**src/rtl/dmem_access_unit.sv**
```systemverilog
// Load/store initiator for a doubleword-only data memory: extracts and extends
// sub-doubleword loads, performs read-modify-write for narrow stores, and flags range errors.
`timescale 1ns/1ps

module dmem_access_unit #(
    parameter int MEM_BYTES = 1024
) (
    input  logic        clk,
    input  logic        reset,
    input  logic        req_valid,
    output logic        req_ready,
    input  logic        req_is_store,
    input  logic [2:0]  req_funct3,
    input  logic [63:0] req_addr,
    input  logic [63:0] req_wdata,
    output logic        resp_valid,
    input  logic        resp_ready,
    output logic [63:0] resp_rdata,
    output logic        resp_error,
    output logic [63:0] mem_address,
    output logic [63:0] mem_write_data,
    output logic        mem_read,
    output logic        mem_write,
    input  logic [63:0] mem_read_data
);

    localparam logic [1:0] S_IDLE  = 2'd0;
    localparam logic [1:0] S_READ  = 2'd1;
    localparam logic [1:0] S_WRITE = 2'd2;
    localparam logic [1:0] S_RESP  = 2'd3;

    // Highest legal doubleword start address; compared unsigned over all 64 bits.
    localparam logic [63:0] LAST_ADDR = 64'(MEM_BYTES - 8);

    logic [1:0]  state;
    logic [63:0] addr_q;
    logic [63:0] data_q;
    logic [2:0]  funct3_q;
    logic        is_store_q;
    logic [63:0] resp_rdata_q;
    logic        resp_error_q;

    logic        req_bad;
    logic [63:0] size_mask;
    logic [63:0] load_ext;
    logic [63:0] merged;

    assign req_bad = (req_is_store ? req_funct3[2] : (req_funct3 == 3'b111))
                   || (req_addr > LAST_ADDR);

    always_comb begin
        // NOTE: every always_comb output gets a default first so no path can infer a latch.
        size_mask = '1;
        case (funct3_q[1:0])
            2'd0:    size_mask = 64'h0000_0000_0000_00FF;
            2'd1:    size_mask = 64'h0000_0000_0000_FFFF;
            2'd2:    size_mask = 64'h0000_0000_FFFF_FFFF;
            default: size_mask = '1;
        endcase
    end

    always_comb begin
        load_ext = mem_read_data & size_mask;
        if (!funct3_q[2]) begin
            case (funct3_q[1:0])
                2'd0:    load_ext = {{56{mem_read_data[7]}},  mem_read_data[7:0]};
                2'd1:    load_ext = {{48{mem_read_data[15]}}, mem_read_data[15:0]};
                2'd2:    load_ext = {{32{mem_read_data[31]}}, mem_read_data[31:0]};
                default: load_ext = mem_read_data;
            endcase
        end
    end

    // Narrow store: replace the low bytes of the fetched doubleword, keep the rest.
    assign merged = (mem_read_data & ~size_mask) | (data_q & size_mask);

    always_ff @(posedge clk) begin
        if (reset) begin
            // NOTE: state registers use non-blocking assignments so every flop samples pre-edge values.
            state        <= S_IDLE;
            addr_q       <= '0;
            data_q       <= '0;
            funct3_q     <= '0;
            is_store_q   <= 1'b0;
            resp_rdata_q <= '0;
            resp_error_q <= 1'b0;
        end else begin
            case (state)
                S_IDLE: begin
                    if (req_valid) begin
                        addr_q     <= req_addr;
                        data_q     <= req_wdata;
                        funct3_q   <= req_funct3;
                        is_store_q <= req_is_store;
                        if (req_bad) begin
                            resp_error_q <= 1'b1;
                            resp_rdata_q <= '0;
                            state        <= S_RESP;
                        end else if (req_is_store && req_funct3[1:0] == 2'b11) begin
                            state <= S_WRITE;
                        end else begin
                            state <= S_READ;
                        end
                    end
                end
                S_READ: begin
                    if (is_store_q) begin
                        data_q <= merged;
                        state  <= S_WRITE;
                    end else begin
                        resp_rdata_q <= load_ext;
                        resp_error_q <= 1'b0;
                        state        <= S_RESP;
                    end
                end
                S_WRITE: begin
                    resp_rdata_q <= '0;
                    resp_error_q <= 1'b0;
                    state        <= S_RESP;
                end
                default: begin
                    if (resp_ready) state <= S_IDLE;
                end
            endcase
        end
    end

    assign req_ready      = (state == S_IDLE);
    assign resp_valid     = (state == S_RESP);
    assign resp_rdata     = resp_rdata_q;
    assign resp_error     = resp_error_q;

    // Gating with reset guarantees nothing commits to memory while reset is asserted.
    assign mem_read       = (state == S_READ)  && !reset;
    assign mem_write      = (state == S_WRITE) && !reset;
    assign mem_address    = (state == S_READ || state == S_WRITE) ? addr_q : '0;
    assign mem_write_data = (state == S_WRITE) ? data_q : '0;

endmodule

```
**config.mk**
```make
export PLATFORM = sky130hd
export DESIGN_NAME = dmem_access_unit
export DESIGN_NICKNAME = d
export VERILOG_FILES = /design/src/rtl/dmem_access_unit.sv
export SDC_FILE = /design/constraint.sdc
export NUM_CORES = 1
export LEC_CHECK = 0
export CORE_AREA = 5 5 152 154
export DETAILED_ROUTE_END_ITERATION = 6
export DIE_AREA = 0 0 157 159
export GPL_ROUTABILITY_DRIVEN = 0
export GPL_TIMING_DRIVEN = 0
export PLACE_DENSITY = 0.81
export SKIP_LAST_GASP = 1
export SLEW_MARGIN = 25
export SYNTH_ARGS = -nofsm -noshare
export SYNTH_HDL_FRONTEND = slang
export SYNTH_SLANG_ARGS = --single-unit
export TNS_END_PERCENT = 100
```
**constraint.sdc**
```tcl
create_clock -name clk -period 3.45 [get_ports clk]
set_input_delay 0.69 -clock clk [delete_from_list [all_inputs] [get_ports clk]]
set_output_delay 0.69 -clock clk [all_outputs]
set_load 0.05 [all_outputs]
```
### Yosys cells after proc, flatten, opt, wreduce, memory -nomap -nowiden

Cells that the tools add are included.

| storage, ports and cells | value |
|---|---|
| bits in registers | 199 |
| latch bits | 0 |
| bits in writable memories | 0 |
| bits in read-only memories | 0 |
| input bits | 200 |
| logic and storage cells | 62 |
| memories kept | 0 |

| operators by class | value |
|---|---|
| add/sub/neg operators | 0 |
| multiply operators | 0 |
| divide/modulo/power cells | 0 |
| $lt $le $gt $ge | 1 |
| equality and inequality tests | 11 |
| shift operators | 0 |
| muxes and demuxes | 23 |
| bitwise logic cells | 5 |
| reductions and logical operators | 15 |

Operators with widths:

| operator | number |
|---|---|
| 64-bit case mux with 3 select lines | 3 |
| 64-bit 2-to-1 mux | 8 |
| 64-bit AND | 3 |
| 64-bit case mux with 2 select lines | 1 |
| 64-bit by 10-bit greater-than comparator with 1-bit output (second input constant) | 1 |
| 64-bit inverter | 1 |
| 64-bit bitwise OR | 1 |
| 2-bit == test (second input constant) | 4 |
| 2-bit 2-to-1 mux | 4 |
| 2-bit inequality test (second input constant) | 3 |
| 2-bit case mux with 3 select lines | 1 |
| 1-bit 2-to-1 mux | 5 |
| 2-bit by 1-bit == test with 1-bit output (second input constant) | 2 |
| 2-bit zero test | 2 |
| 2-bit AND reduction | 2 |
| 4-bit AND reduction | 1 |
| 4-bit nonzero test | 1 |
| 3-bit == test (second input constant) | 1 |
| 1-bit logical AND | 3 |
| 1-bit case mux with 3 select lines | 1 |
| 3-bit AND reduction | 1 |
| 3-bit nonzero test | 1 |
| 1-bit logical OR | 2 |
| 2-bit by 1-bit inequality test with 1-bit output (second input constant) | 1 |
| 2 further kinds | 2 |

### Logic depth before layout (Yosys ltp)

| logic depth | value |
|---|---|
| depth in word-level cells | 7 |
| gate-level depth with buffers | 9 |
| mapped depth without buffers | 7 |

### Worst setup path after synthesis

OpenSTA, ideal clock, no wires.

| timing | value |
|---|---|
| path kind | register -> output |
| start point | reg state[1] |
| end point | out mem_read |
| arrival time | 2.154 ns |
| data required time | 2.760 ns |
| slack | 0.606 ns |
| stages on the path, launching flop included | 7 |
| path buffers | 3 |
| cell sequence | dfxtp_1 -> inv_1 -> ha_1 -> clkbuf_1 -> clkbuf_1 -> clkbuf_1 -> nor2b_1 |

| between the ends | value |
|---|---|
| cells in the longest elaborated chain, start to end | 2 |

Ends and longest elaborated chain:

| what | line | RTL |
|---|---|---|
| start, declared | 35 | `logic [1:0] state;` |
| start signal, assigned | 80 | `state <= S_IDLE;` |
| start signal, assigned | 98 | `state <= S_RESP;` |
| start signal, assigned | 100 | `state <= S_WRITE;` |
| 2-bit by 1-bit == test with 1-bit output | 134 | `assign mem_read = (state == S_READ) && !reset;` |
| 1-bit logical AND | 134 |  |
| end, declared | 22 | `output logic mem_read,` |

Every way passes these cells.

### Worst setup path after layout

Ends and elaborated chain as after synthesis.

==> results.sh <==
export IMPL_status="finished clean"
export IMPL_grt_overflow_total=0
export IMPL_reg2reg_setup_slack_ps=460
export IMPL_syn_nets=1377
export IMPL_dieHeight_um=159
export IMPL_required_ps=2760
export IMPL_clock_latency_ps=430
export IMPL_rsz0062_at_grt="true"
export IMPL_core_area_um2=21600
export IMPL_ys_seq_area_share_pct=43.3
export IMPL_crit_path_end_kind="output port"
export IMPL_timing_final_max_slew_violations=0
export IMPL_fin_total_pwr_mw=12.1
export IMPL_p_switching_mw=5.89
export IMPL_yosysUniqueCellTypes=40
export IMPL_wl_per_cell_um=19.2
export IMPL_swShare_pct=48.8
export IMPL_path_cells="inv_1, ha_1, clkbuf_1, clkbuf_4, nor2b_1, clkdlybuf4s15_2"
export IMPL_cp_depth=6
export IMPL_drv_cap=0
export IMPL_clkTransAtPathRegs_ps=60
export IMPL_row_count=54
export IMPL_ant_nets=0
export IMPL_layout_min_cycle_time_ps=3390
export IMPL_dpl_cell_count=1848
export IMPL_grt_max_degree=20
export IMPL_combPwrFrac_pct=56.1
export IMPL_cts_tree="yes"
export IMPL_powerDensity_nw_per_um2=853
export IMPL_antenna_found_initial=5
export IMPL_synth_area_top_cells="dfxtp_1, a21oi_1, and2_1, a211oi_1, nand2_1"
export IMPL_vias_per_cell=5.31
export IMPL_fin_crit_sh_pct=98.2
export IMPL_final_seq_area_um2=3980
export IMPL_power_frac_seq_pct=27.5
export IMPL_synth_area_per_cell_um2=7.84
export IMPL_wirelength_mm=36.2
export IMPL_start_kind="flop"
export IMPL_slowest_delay_ps=430
export IMPL_dr_first_iter_drc_count=526
export IMPL_fin_setup_tns_ps=0
export IMPL_synth_seq_cells=199
export IMPL_timing_worst_setup_path_type="flop to output port"
export IMPL_final_layout_size_suffix_gt1_share_pct=4.69
export IMPL_timing_fmax_mhz=295
export IMPL_route_detailed_drc=0
export IMPL_slew_limit_headroom_pct=36.0
export IMPL_pwr_share_clk_pct=16.4
export IMPL_setup_viol=0
export IMPL_port_buffers=395
export IMPL_synth_top_area_share_pct=43.3
export IMPL_die_area_um2=25000
export IMPL_multi_input_area_um2=4750
export IMPL_syn_area_um2=9190
export IMPL_cp_endpoint="mem_read"
export IMPL_hp_class="flop to flop"
export IMPL_first_global_vias=9820
export IMPL_cts_path_max_buffers=2
export IMPL_die_w_um=157
export IMPL_clock_sinks=199
export IMPL_mostFrequentLayoutCells="clkdlybuf4s50_1, a21oi_1, dfxtp_1"
export IMPL_grt_pass1_wl_mm=54.6
export IMPL_instances_no_fill=1883
export IMPL_power_leakage_nw=6.18
export IMPL_fillers=1877
export IMPL_h_tree_depth=4
export IMPL_skew_ps=12.5
export IMPL_path_buf_inv=4
export IMPL_numCtsBuffers=17
export IMPL_peakVddDrop_uv=370
export IMPL_synth_cells=1173
export IMPL_yosysWarnings=0
export IMPL_nets=1790
export IMPL_r2r_start="state[1]"
export IMPL_dp_final_hpwl_mm=28.7
export IMPL_intPower_mw=6.18
export IMPL_worst_slew_pin_slew_ps=954
export IMPL_critPathArrivalTime_ps=2700
export IMPL_clockRootBuffer="clkbuf_16"
export IMPL_syn_to_final_growth_pct=53.9
export IMPL_drtPass1Iterations=6
export IMPL_start_util_pct=42.7
export IMPL_critPathLaunch="state[1]"
export IMPL_crit_family="buffers and inverters"
export IMPL_ioPinCount=397
export IMPL_hold_path_cell_count=2
export IMPL_layout_commonest_cell="clkdlybuf4s50_1"
export IMPL_vias=10000
export IMPL_synth_largest_area_cell="dfxtp_1"
export IMPL_worstPathMaxFanout=19
export IMPL_cp_slowest_cell="clkdlybuf4s15_2"
export IMPL_hold_viol_final=0
export IMPL_reg2regPathDepth=8
export IMPL_grtUsageTotal_pct=27.6
==> worst min path at each step <==
| stage | start | endpoint |
|---|---|---|
| 2_1_floorplan | addr_q[0] | addr_q[0] |
| 3_3_place_gp | addr_q[49] | addr_q[49] |
| 3_5_place_dp | data_q[1] | data_q[1] |
| 4_1_cts | addr_q[63] | addr_q[63] |
| 5_1_grt | data_q[5] | data_q[5] |
| 6_report | addr_q[63] | addr_q[63] |
==> cells in the mapped netlist (all sizes together) <==
library cell	number
a31oi	3
buf	16
ha	4
nand3b	1
a211oi	97
nor2	65
nor3	3
a21boi	1
nand2b	10
nor3b	2
nand4	3
nor4b	1
o211ai	1
nand2	160
nand3	25
o21bai	1
and2	131
mux2i	2
a21o	8
clkbuf	95
dfxtp	199
a311o	1
or2	1
nor2b	53
nor4	14
inv	4
a311oi	9
or4	1
and3	2
a41oi	1
a21oi	240
o21ai	19
==> timing repair <==
action | 4_1_cts | 5_1_grt
resized for setup | 78 | 56
setup endpoints to repair | 101 | 100
buffers inserted | 0 | 0
hold buffers | 0 | 0
==> worst min-delay path, cell delays in order (launching register included) <==
cell and delay, ps:
dfxtp_1 300, nand2_1 50, a21oi_1 50
==> metal layers <==
layer  up-vias  track usage, %  wire (um)
li1       4870               -          -
met1      4660            31.9      13800
met2       413            47.7      17900
met3        61            8.13       3420
met4         0            10.7       1150
met5         -               0          0
==> power groups by stage <==
stage | clock, mW | combinational [mW] | sequential [mW]
finish | 1.98 | 6.78 | 3.32
global route | 2.10 | 7.28 | 3.39
CTS | 2.00 | 6.77 | 3.31
detailed placement | 0 | 6.83 | 3.36
global placement | 0 | 6.74 | 3.33
floorplan | 0 | 3.70 | 4.14
==> area by class of cell <==
class	instances	area share, %
flip-flops and latches	199	28.1
plain buffers	110	3.18
inverters	4	0.106
diodes	5	0.0884
clock inverters	13	0.964
multi-input cells	859	33.6
well taps	280	2.48
clock buffers	18	3.10
repair buffers	395	28.4
==> kinds of logic (layout without fill, tap and decap cells) <==
family,after synthesis,in the layout,synth area share (%)
fa+ha+maj,4,4,0.544
compound gates,381,381,24.7
buf+inv,115,540,5.01
simple gates,472,472,26.2
flops,199,199,43.3
other cells,0,5,0
mux,2,2,0.218
==> through the flow <==
stage	hold WS (ps)	area [um2]	util [%]	setup WS, ps
4_1_cts	451	14000	65.0	-51.3
3_3_place_gp	437	13500	62.6	-509
6_report	449	14200	65.7	63.3
3_5_place_dp	442	13500	62.6	-548
5_1_grt	463	14200	65.7	-88.7
2_1_floorplan	432	9190	-	606
Power figures use the tool's default switching activity.
